[src/rtl/hex_display_sched.sv]
// Round-robin time-sharing of the six seven-segment displays between requesters.
// Selected source is decoded nibble-wise into registered active-low segment outputs.
module hex_display_sched #(
  parameter int unsigned N_SRC = 3,
  parameter int unsigned DWELL = 25_000_000,
  parameter int unsigned CNT_W = 25
) (
  input  logic                 clk,
  input  logic                 reset,
  input  logic [N_SRC-1:0]     src_valid,
  input  logic [24*N_SRC-1:0]  src_data,
  input  logic                 hold,
  output logic [6:0]           HEX0,
  output logic [6:0]           HEX1,
  output logic [6:0]           HEX2,
  output logic [6:0]           HEX3,
  output logic [6:0]           HEX4,
  output logic [6:0]           HEX5,
  output logic [1:0]           sel,
  output logic                 sel_valid
);

  localparam int unsigned MAX_SRC = 4;
  localparam int unsigned DATA_W  = 24;

  typedef enum logic {IDLE, SHOW} state_t;

  state_t            state;
  logic [CNT_W-1:0]  cnt;
  logic [6:0]        hex_q [6];

  logic [MAX_SRC-1:0]        vld_c;
  logic [MAX_SRC*DATA_W-1:0] data_all_c;
  logic [DATA_W-1:0]         data_arr_c [MAX_SRC];
  logic [DATA_W-1:0]         cur_c;
  logic [1:0]                nxt_c;
  logic                      found_c;

  function automatic logic [6:0] seg7(input logic [3:0] n);
    case (n)
      4'h0: seg7 = 7'h40;
      4'h1: seg7 = 7'h79;
      4'h2: seg7 = 7'h24;
      4'h3: seg7 = 7'h30;
      4'h4: seg7 = 7'h19;
      4'h5: seg7 = 7'h12;
      4'h6: seg7 = 7'h02;
      4'h7: seg7 = 7'h78;
      4'h8: seg7 = 7'h00;
      4'h9: seg7 = 7'h10;
      4'hA: seg7 = 7'h08;
      4'hB: seg7 = 7'h03;
      4'hC: seg7 = 7'h46;
      4'hD: seg7 = 7'h21;
      4'hE: seg7 = 7'h06;
      default: seg7 = 7'h0E;
    endcase
  endfunction

  // Pad sources to four slots so a 2-bit index never runs off the end.
  always_comb begin
    vld_c      = MAX_SRC'(src_valid);
    data_all_c = (MAX_SRC*DATA_W)'(src_data);
    for (int i = 0; i < int'(MAX_SRC); i++) begin
      data_arr_c[i] = data_all_c[DATA_W*i +: DATA_W];
    end
    cur_c = data_arr_c[sel];
  end

  // First valid index starting at sel+1, wrapping, with sel itself considered last.
  always_comb begin
    int idx;
    idx     = 0;
    nxt_c   = sel;
    found_c = 1'b0;
    for (int k = int'(N_SRC); k >= 1; k--) begin
      idx = (int'(sel) + k) % int'(N_SRC);
      if (vld_c[2'(idx)]) begin
        nxt_c   = 2'(idx);
        found_c = 1'b1;
      end
    end
  end

  always_ff @(posedge clk) begin
    if (reset) begin
      state     <= IDLE;
      sel       <= 2'd0;
      sel_valid <= 1'b0;
      cnt       <= '0;
      for (int k = 0; k < 6; k++) hex_q[k] <= 7'h7F;
    end else begin
      for (int k = 0; k < 6; k++) begin
        hex_q[k] <= sel_valid ? seg7(cur_c[4*k +: 4]) : 7'h7F;
      end
      case (state)
        IDLE: begin
          if (found_c) begin
            sel       <= nxt_c;
            cnt       <= '0;
            state     <= SHOW;
            sel_valid <= 1'b1;
          end
        end
        SHOW: begin
          if (!vld_c[sel]) begin
            cnt <= '0;
            if (found_c) begin
              sel <= nxt_c;
            end else begin
              state     <= IDLE;
              sel_valid <= 1'b0;
            end
          end else if (!hold && cnt == CNT_W'(DWELL - 1)) begin
            sel <= nxt_c;
            cnt <= '0;
          end else if (!hold) begin
            cnt <= cnt + CNT_W'(1);
          end
        end
        default: begin
          state     <= IDLE;
          sel_valid <= 1'b0;
        end
      endcase
    end
  end

  assign HEX0 = hex_q[0];
  assign HEX1 = hex_q[1];
  assign HEX2 = hex_q[2];
  assign HEX3 = hex_q[3];
  assign HEX4 = hex_q[4];
  assign HEX5 = hex_q[5];

endmodule

[config.mk]
export PLATFORM = sky130hd
export DESIGN_NAME = hex_display_sched
export DESIGN_NICKNAME = d
export VERILOG_FILES = /design/src/rtl/hex_display_sched.sv
export SDC_FILE = /design/constraint.sdc
export NUM_CORES = 1
export LEC_CHECK = 0
export CORE_MARGIN = 4
export CORE_UTILIZATION = 40
export CTS_CLUSTER_DIAMETER = 80
export CTS_CLUSTER_SIZE = 24
export DETAILED_ROUTE_END_ITERATION = 8
export PLACE_DENSITY = 0.79
export SLEW_MARGIN = 15
export SYNTH_ARGS = -nofsm -noshare
export SYNTH_HDL_FRONTEND = slang
export SYNTH_SLANG_ARGS = --single-unit
[constraint.sdc]
create_clock -name clk -period 3 [get_ports clk]
set_clock_uncertainty 0.1 [all_clocks]
set_input_delay 0.6 -clock clk [delete_from_list [all_inputs] [get_ports clk]]
set_output_delay 0.6 -clock clk [all_outputs]
set_load 0.02 [all_outputs]
==> results of run 1 <==
logic make-up after synthesis:
| family | count (synthesis) | share of synthesized area [%] |
|---|---|---|
| AO/OA/AOI/OAI | 187 | 26.7 |
| XOR/XNOR | 2 | 0.375 |
| adder cells (fa/ha/maj) | 41 | 11.0 |
| buffers and inverters | 51 | 4.69 |
| flip-flops | 71 | 30.4 |
| multiplexers | 41 | 8.84 |
| AND/OR/NAND/NOR | 164 | 18.0 |
routing by layer:
layer  vias to the layer above  GRT usage [%]  routed length, um
li1                       2358              -                  -
met1                      2289           23.5               5580
met2                       200           33.8               6530
met3                        27           6.68               1060
met4                         0           8.35                305
met5                         -              0                  0
critical path, cell delays in order:
cell	delay (ns)
clkdlybuf4s50_1	0.45
or3b_2	0.46
or4_4	0.44
o311a_4	0.43
o21bai_4	0.16
buf_12	0.18
a21oi_1	0.06
metrics by stage:
stage               setup WS (ns)  std cells
floorplan                  0.0452        557
global route                0.148        833
finish                      0.320        833
global placement           0.0272        817
detailed placement        -0.0212        817
CTS                         0.329        833
cell usage in the layout (no fill, tap or decap), types with 9 or more instances in the layout:
cell type        count
clkdlybuf4s50_1    122
dfxtp_1             69
nand2_1             49
a21oi_1             48
o21ai_0             44
ha_1                41
mux2i_1             39
nor2_1              31
buf_4               25
inv_1               19
nand3_1             16
o221ai_1            13
or3_1               13
a31oi_1             12
or4_1               12
a2bb2oi_1           11
o2bb2ai_1           11
nand4_1             10
o31ai_1             10
clkbuf_16            9
state kept, by name (all words and copies together), names as in the netlist:
signal	flops
hex_q	42
sel_valid	1
cnt	25
state	1
sel	2
cells in the mapped netlist (2+ instances only):
cell type  count
dfxtp_1       71
nand2_1       49
a21oi_1       48
o21ai_0       44
ha_1          41
mux2i_1       39
nor2_1        31
clkbuf_1      22
inv_1         19
nand3_1       16
o221ai_1      13
or3_1         13
a31oi_1       12
or4_1         12
a2bb2oi_1     11
o2bb2ai_1     11
nand4_1       10
o31ai_1       10
a211oi_1       6
and3_1         6
o22ai_1        6
o311ai_0       6
nor3_1         5
a221o_1        4
and2_1         4
nand2b_1       4
o211ai_1       4
buf_1          3
buf_6          3
nand3b_1       3
buf_2          2
clkbuf_2       2
mux2_2         2
o21a_1         2
o32ai_1        2
xnor2_1        2
path summary, 6_finish.rpt:
check	slack [ns]	end	cells past startpoint
max	0.32	cnt[21]$_SDFFE_PP0P_	7
min	0.39	cnt[5]$_SDFFE_PP0P_	2
max reg2reg	0.36	hex_q[4][3]$_SDFF_PP1_	8
min reg2reg	0.39	cnt[5]$_SDFFE_PP0P_	2
power by group through the flow:
stage	combinational, mW	clock [mW]	sequential [mW]
2_1_floorplan	1.89	0	1.40
3_3_place_gp	3.02	0	1.22
3_5_place_dp	3.15	0	1.22
4_1_cts	3.18	1.14	1.21
5_1_grt	3.50	1.18	1.22
6_report	3.21	1.12	1.20
layout make-up:
type,count,share of cell area (%)
multi-input cells,435,47.1
repair buffers,149,22.4
flip-flops and latches,71,22.0
clock buffers,12,3.65
well taps,143,2.76
inverters,19,1.10
clock inverters,4,1.08
==> flow_summary.ini, run 1 <==
[clock_network]
clockRootBuffer = clkbuf_16
cts_tree = done
h-tree-depth = 3
path_clk_slew_ns = 0.05
clockBufferDepth = 2
cts_sinks = 71
cts_resized = 0
cts_buffers = 9
hold_buffers = 0
cts_setup_buffers = 0
clkLatencyLatePin_ns = 0.34

[power_and_ir_drop]
p_sw_mw = 2.35
combPwrFrac_pct = 58.0
p_leak_nw = 2.39
power_density_mw_per_mm2 = 855
intPower_mw = 3.19
power.total_mw = 5.54
vdd.ir_drop.worst_mv = 0.700
p_clk_share_pct = 20.3
sw_frac_of_total_pct = 42.4
p_seq_share_pct = 21.7

[grt]
track_usage_pct = 20.1
grt_antenna_before_repair = 0
first_global_vias = 4804
grt_max_degree = 52
grt_overflow = 0
grt_pass1_wl_um = 21800

[logic_synthesis]
synth_edf_count = 0
synth.area.top_cells = dfxtp_1, ha_1, mux2i_1
synth.top_cell.area_share_pct = 30.4
synth.distinct_cells = 55
yosysSeqAreaShare_pct = 30.4
syn_avg_cell_area_um2 = 8.39
ys_seq_elements = 71
synth_async_sr_flop_share_pct = 0
syn_inst = 557
synth_area_mm2 = 0.00467
synth-main-ff-cell = dfxtp_1
synth_nets = 676
synth_top_area_cell = dfxtp_1
yosysWarnings = 0

[timing]
rsz0062_at_grt = false
period_share_pct = 89.3
fmax_mhz = 373
hold_ws_ns = 0.391
finalCriticalPeriod_ns = 2.68
hold_viol = 0
slew_headroom_pct = 40.5
tns_ns = 0
slew_viol_final = 0
setup_viol = 0
worstMarginPinSlew_ns = 0.892

[finish]
final_nets = 804
fin_area_mm2 = 0.00648
antenna_cells = 0
seq_area_mm2 = 0.00142
multi_input_area_mm2 = 0.00305
n_fill_cell = 1007
drive_gt1_share_pct = 8.26
synthToLayoutAreaGrowth_pct = 38.6
postLayoutCoreUtil_pct = 56.7

[route]
drcViolationCount = 0
viasPerCell = 5.85
drtIter0Drc = 283
wl_per_cell_um = 16.2
dr.pass1.iters = 6
routed_wl_um = 13500
ant_nets = 0
vias = 4874

[place]
portBuffers = 122
gp_congestion = 0.866
place_area_mm2 = 0.00617
dpl.hpwl_um = 10100

[floorplanning]
die-area_mm2 = 0.0135
dieWidth_um = 116
die_h_um = 116
start_util_pct = 40.9
num_rows = 39
io_pins = 123
fp.coreArea_mm2 = 0.0114

[min_path]
min_from = cnt[5]$_SDFFE_PP0P_
hp-class = reg2reg

[setup_path]
arrival_ns = 2.79
startpoint = hold
worstReg2RegStart = sel[1]$_SDFFE_PP0P_
cp-end-kind = flop
worstPathMaxFanout = 24
crit_type = in2reg
worstSetupStartpointType = input pin
cp.required_ns = 3.11

[status]
status = completed

[run]
max-cap-violations = 0
Power figures use the tool's default switching activity.
==> run 2, diff against run 1 <==
--- a/config.mk
+++ b/config.mk
@@ -10,7 +10,7 @@
 export CTS_CLUSTER_DIAMETER = 80
 export CTS_CLUSTER_SIZE = 24
 export DETAILED_ROUTE_END_ITERATION = 8
-export PLACE_DENSITY = 0.79
+export PLACE_DENSITY = 0.77
 export SLEW_MARGIN = 15
 export SYNTH_ARGS = -nofsm -noshare
 export SYNTH_HDL_FRONTEND = slang
==> constraint.sdc (replaced) <==
create_clock -name clk -period 2.64 [get_ports clk]
set_clock_uncertainty 0.1 [all_clocks]
set_input_delay 0.528 -clock clk [delete_from_list [all_inputs] [get_ports clk]]
set_output_delay 0.528 -clock clk [all_outputs]
set_load 0.02 [all_outputs]
==> run 2 against run 1 <==
- wire length grew 4.0%
- clock power grew 37%
- flip-flop and latch count is the same
- register-to-register slack lost 0.22 ns
- largest cell class unchanged
- highest routed layer unchanged
==> flow_summary.ini, run 2 (synthesized netlist as in run 1, its figures left out) <==
[floorplanning]
start_util_pct = 40.9
fp.coreArea_mm2 = 0.0114
dieWidth_um = 116
num_rows = 39
die-area_mm2 = 0.0135
io_pins = 123
die_h_um = 116

[grt]
grt_pass1_wl_um = 22000
grt_max_degree = 38
grt_overflow = 0
track_usage_pct = 20.1
first_global_vias = 4570
grt_antenna_before_repair = 0

[setup_path]
worstPathMaxFanout = 12
cp-end-kind = flop
reg2reg_depth = 6
cp_slowest_stage_delay_ns = 0.45
crit_type = in2reg
cp.required_ns = 2.76
arrival_ns = 2.69
worstSetupStartpointType = input pin
crit_slowest_cell = or3b_2
worstPathCellList = clkdlybuf4s50_1 > or3b_2 > or4_4 > o311a_4 > o21bai_4 > buf_12 > a21oi_1

[finish]
fin_area_mm2 = 0.00684
multi_input_area_mm2 = 0.00305
reg_top3 = hex_q (42), cnt (25), sel (2)
synthToLayoutAreaGrowth_pct = 46.4
final_cell_mix = clkdlybuf4s50_1, dfxtp_1, buf_4
largest_reg_flops = 42
drive_gt1_share_pct = 12.8
final_nets = 839
regMostFlops = hex_q
antenna_cells = 0
n_fill_cell = 984
final-instance-count-excl-fill = 868
postLayoutCoreUtil_pct = 59.9
seq_area_mm2 = 0.00143
final_common_cell = clkdlybuf4s50_1

[route]
vias = 4880
drtIter0Drc = 322
wl_per_cell_um = 16.1
routed_wl_um = 14000
ant_nets = 0
drcViolationCount = 0
dr.pass1.iters = 5
viasPerCell = 5.62

[timing]
finalCriticalPeriod_ns = 2.57
hold_viol = 0
slew_viol_final = 0
setup_viol = 0
hold_ws_ns = 0.384
worstMarginPinSlew_ns = 0.722
period_share_pct = 97.5
fmax_mhz = 389
rsz0062_at_grt = false
slew_headroom_pct = 51.9

[place]
gp_congestion = 0.882
portBuffers = 122
place_area_mm2 = 0.00647
dpl.hpwl_um = 10600
dp.cells = 852

[clock_network]
hold_buffers = 0
clockBufferDepth = 2
h-tree-depth = 3
path_clk_slew_ns = 0.06
cts_sinks = 71
clkLatencyLatePin_ns = 0.34
cts_tree = done
cts_buffers = 9
clockRootBuffer = clkbuf_16
cts_setup_buffers = 0

[status]
status = completed

[power_and_ir_drop]
vdd.ir_drop.worst_mv = 0.631
p_leak_nw = 2.60
power_density_mw_per_mm2 = 993

[run]
max-cap-violations = 0

[min_path]
hp-class = reg2reg
min_path_cells = 2
-- run 2: changes by cell type in the layout (fill, tap and decap cells not counted), sizes merged --
cell / delta
buf: +35
clkinv: -1
clkbuf: -1
bufinv: +2
-- run 2: critical path: cells and delay by family --
family	cells	cell delay (ns)
simple gates	2	0.89
compound gates	3	0.67
buf+inv	2	0.59
-- run 2: worst paths after layout --
| path | from | endpoint | slack, ns |
|---|---|---|---|
| worst max register to register | cnt[7]$_SDFFE_PP0P_ | cnt[9]$_SDFFE_PP0P_ | 0.14 |
| worst min-delay path | cnt[5]$_SDFFE_PP0P_ | cnt[5]$_SDFFE_PP0P_ | 0.38 |
| worst max-delay path | hold | cnt[9]$_SDFFE_PP0P_ | 0.07 |
| worst min register to register | cnt[5]$_SDFFE_PP0P_ | cnt[5]$_SDFFE_PP0P_ | 0.38 |
-- run 2: metrics by stage --
| stage | power, mW | setup TNS [ns] | worst slack, ns |
|---|---|---|---|
| finish | 6.80 | 0 | 0.0671 |
| global route | 7.26 | 0 | 0.00430 |
| CTS | 6.79 | 0 | 0.0578 |
| detailed placement | 5.24 | -7.45 | -0.296 |
| global placement | 5.11 | -5.94 | -0.232 |
| floorplan | 3.76 | 0 | 0.0213 |
-- run 2: per-layer routing --
| layer | global-route usage [%] | vias up | part of all wire [%] |
|---|---|---|---|
| met5 | 0 | - | 0 |
| met4 | 8.74 | 0 | 2.7 |
| met3 | 3.52 | 23 | 4.3 |
| met2 | 34.0 | 124 | 50 |
| met1 | 25.2 | 2300 | 43 |
| li1 | - | 2433 | - |
-- run 2: what timing repair did --
item,CTS,global route
gates resized for setup,0,1
hold endpoints to repair,0,0
setup endpoints to repair,0,2
-- run 2: final cells by class --
type                            count  share of cell area, %
Multi-Input combinational cell    435                   44.5
Timing Repair Buffer              184                   25.6
Clock buffer                       11                   3.55
Sequential cell                    71                   20.8
Inverter                           19                   1.04
Clock inverter                      5                   1.88
Tap cell                          143                   2.61
-- run 2: power breakdown --
group | internal, mW | switching, mW | leakage (nW)
sequential | 1.27 | 0.0942 | 0.581
combinational | 1.76 | 2.14 | 1.84
clock | 1.05 | 0.482 | 0.180
==> run 3, diff against run 2 <==
--- a/config.mk
+++ b/config.mk
@@ -6,11 +6,10 @@
 export NUM_CORES = 1
 export LEC_CHECK = 0
 export CORE_MARGIN = 4
-export CORE_UTILIZATION = 40
-export CTS_CLUSTER_DIAMETER = 80
+export CORE_UTILIZATION = 50
 export CTS_CLUSTER_SIZE = 24
 export DETAILED_ROUTE_END_ITERATION = 8
-export PLACE_DENSITY = 0.77
+export PLACE_DENSITY = 0.91
 export SLEW_MARGIN = 15
 export SYNTH_ARGS = -nofsm -noshare
 export SYNTH_HDL_FRONTEND = slang
==> run 3 against run 2 <==
- sequential power about the same
- critical path type is now reg2reg
- count of clock-buffer cells in the layout up 1
- critical path depth down 1
- non-clock buffer count down 7
- global-route usage up 4.5 points
==> flow_summary.ini, run 3 (synthesized netlist as in run 1, its figures left out) <==
[status]
status = completed

[timing]
tns_ns = 0
slew_viol_final = 0
hold_viol = 0
setup_viol = 0
rsz0062_at_grt = false
period_share_pct = 96.3
slew_headroom_pct = 59.2
fmax_mhz = 393
worstMarginPinSlew_ns = 0.612
finalWorstSetupSlack_ns = 0.0975
finalCriticalPeriod_ns = 2.54

[route]
vias = 5083
wl_per_cell_um = 17.4
dr.pass1.iters = 5
viasPerCell = 6.13
drcViolationCount = 0
drtIter0Drc = 497
routed_wl_um = 14400
ant_nets = 0

[finish]
final_nets = 832
largest_reg_flops = 42
synthToLayoutAreaGrowth_pct = 41.1
antenna_cells = 0
postLayoutCoreUtil_pct = 72.0
drive_gt1_share_pct = 11.8
regMostFlops = hex_q
n_fill_cell = 610
fin_area_mm2 = 0.00659
final_cell_mix = clkdlybuf4s50_1, dfxtp_1, buf_4
reg_top3 = hex_q (42), cnt (25), sel (2)
final_common_cell = clkdlybuf4s50_1

[setup_path]
startpoint = cnt[7]$_SDFFE_PP0P_
cp-end-kind = flop
worstPathMaxFanout = 12
worstReg2RegStart = cnt[7]$_SDFFE_PP0P_
arrival_ns = 2.67
crit_slowest_cell = or4_4
worstPathCellList = or4_1 > or4_4 > o311a_4 > o21bai_4 > clkbuf_16 > a21oi_1
path_delay_family = simple AND/OR/NAND/NOR gates
worstSetupStartpointType = flop
crit_type = reg2reg
cp.required_ns = 2.76
cp_slowest_stage_delay_ns = 0.56
critical_path.n_buffers_inverters = 1

[floorplanning]
io_pins = 123
dieWidth_um = 105
fp.coreArea_mm2 = 0.00915
die_h_um = 105
num_rows = 35
die-area_mm2 = 0.0110
start_util_pct = 51.1

[clock_network]
cts_tree = done
cts_sinks = 71
cts_buffers = 9
cts_setup_buffers = 0
hold_buffers = 0
h-tree-depth = 3
clockBufferDepth = 2
path_clk_slew_ns = 0.07
clkLatencyLatePin_ns = 0.34
clockRootBuffer = clkbuf_8

[grt]
grt_overflow = 0
track_usage_pct = 24.7
grt_pass1_wl_um = 22800
grt_antenna_before_repair = 0
first_global_vias = 4926
grt_max_degree = 50

[power_and_ir_drop]
p_leak_nw = 2.50
power_density_mw_per_mm2 = 945
power.total_mw = 6.23
vdd.ir_drop.worst_mv = 0.615

[place]
portBuffers = 122
pre_cts_ws_ns = -0.307
dpl.hpwl_um = 10500
place_area_mm2 = 0.00633
gp_congestion = 0.903

[min_path]
min_from = cnt[20]$_SDFFE_PP0P_
hp-class = reg2reg

[run]
max-cap-violations = 0
==> run 3: repair_timing <==
action                                 in CTS  in global routing
setup endpoints to repair                   0                  6
endpoints found under the hold margin       0                  0
gates resized for setup                     0                  4
==> run 3: cell type report <==
type | instances | area [um^2] | share of cell area [%]
multi-input cells | 435 | 3050 | 46.3
repair buffers | 177 | 1700 | 25.8
flip-flops and latches | 71 | 1430 | 21.6
well taps | 111 | 139 | 2.11
clock buffers | 12 | 135 | 2.05
inverters | 19 | 71.3 | 1.08
clock inverters | 4 | 70.1 | 1.06
==> run 3: path summary, 6_finish.rpt <==
check	slack [ns]	endpoint	depth (start not counted)
hold / removal	0.40	cnt[20]$_SDFFE_PP0P_	2
setup reg to reg	0.1	cnt[2]$_SDFFE_PP0P_	6
setup / recovery	0.1	cnt[2]$_SDFFE_PP0P_	6
hold reg to reg	0.40	cnt[20]$_SDFFE_PP0P_	2
==> run 3: per-stage QoR <==
stage                     std cells  hold slack (ns)
after floorplan                 557            0.352
after global placement          811            0.371
after detailed placement        811            0.389
after CTS                       827            0.401
after global routing            829            0.406
final                           829            0.402
==> run 3: worst reg2reg max path, delay by kind of cell, from the launching register on <==
family,cells,cell delay [ns]
flip-flops,1,0.35
AND/OR/NAND/NOR,2,1.10
AO/OA/AOI/OAI,3,0.66
buffers and inverters,1,0.22
==> run 3: power breakdown <==
group | internal (mW) | switching (mW) | leakage (nW)
clock | 0.531 | 0.417 | 0.104
combinational | 1.72 | 2.17 | 1.82
sequential | 1.27 | 0.121 | 0.581
==> run 3: per-layer routing <==
layer	global-route usage [%]	share of wire (%)	up-vias
met3	3.64	5.7	58
met2	44.9	52	233
met5	0	0	-
met1	28.1	38	2381
met4	12.0	3.8	0
li1	-	-	2411
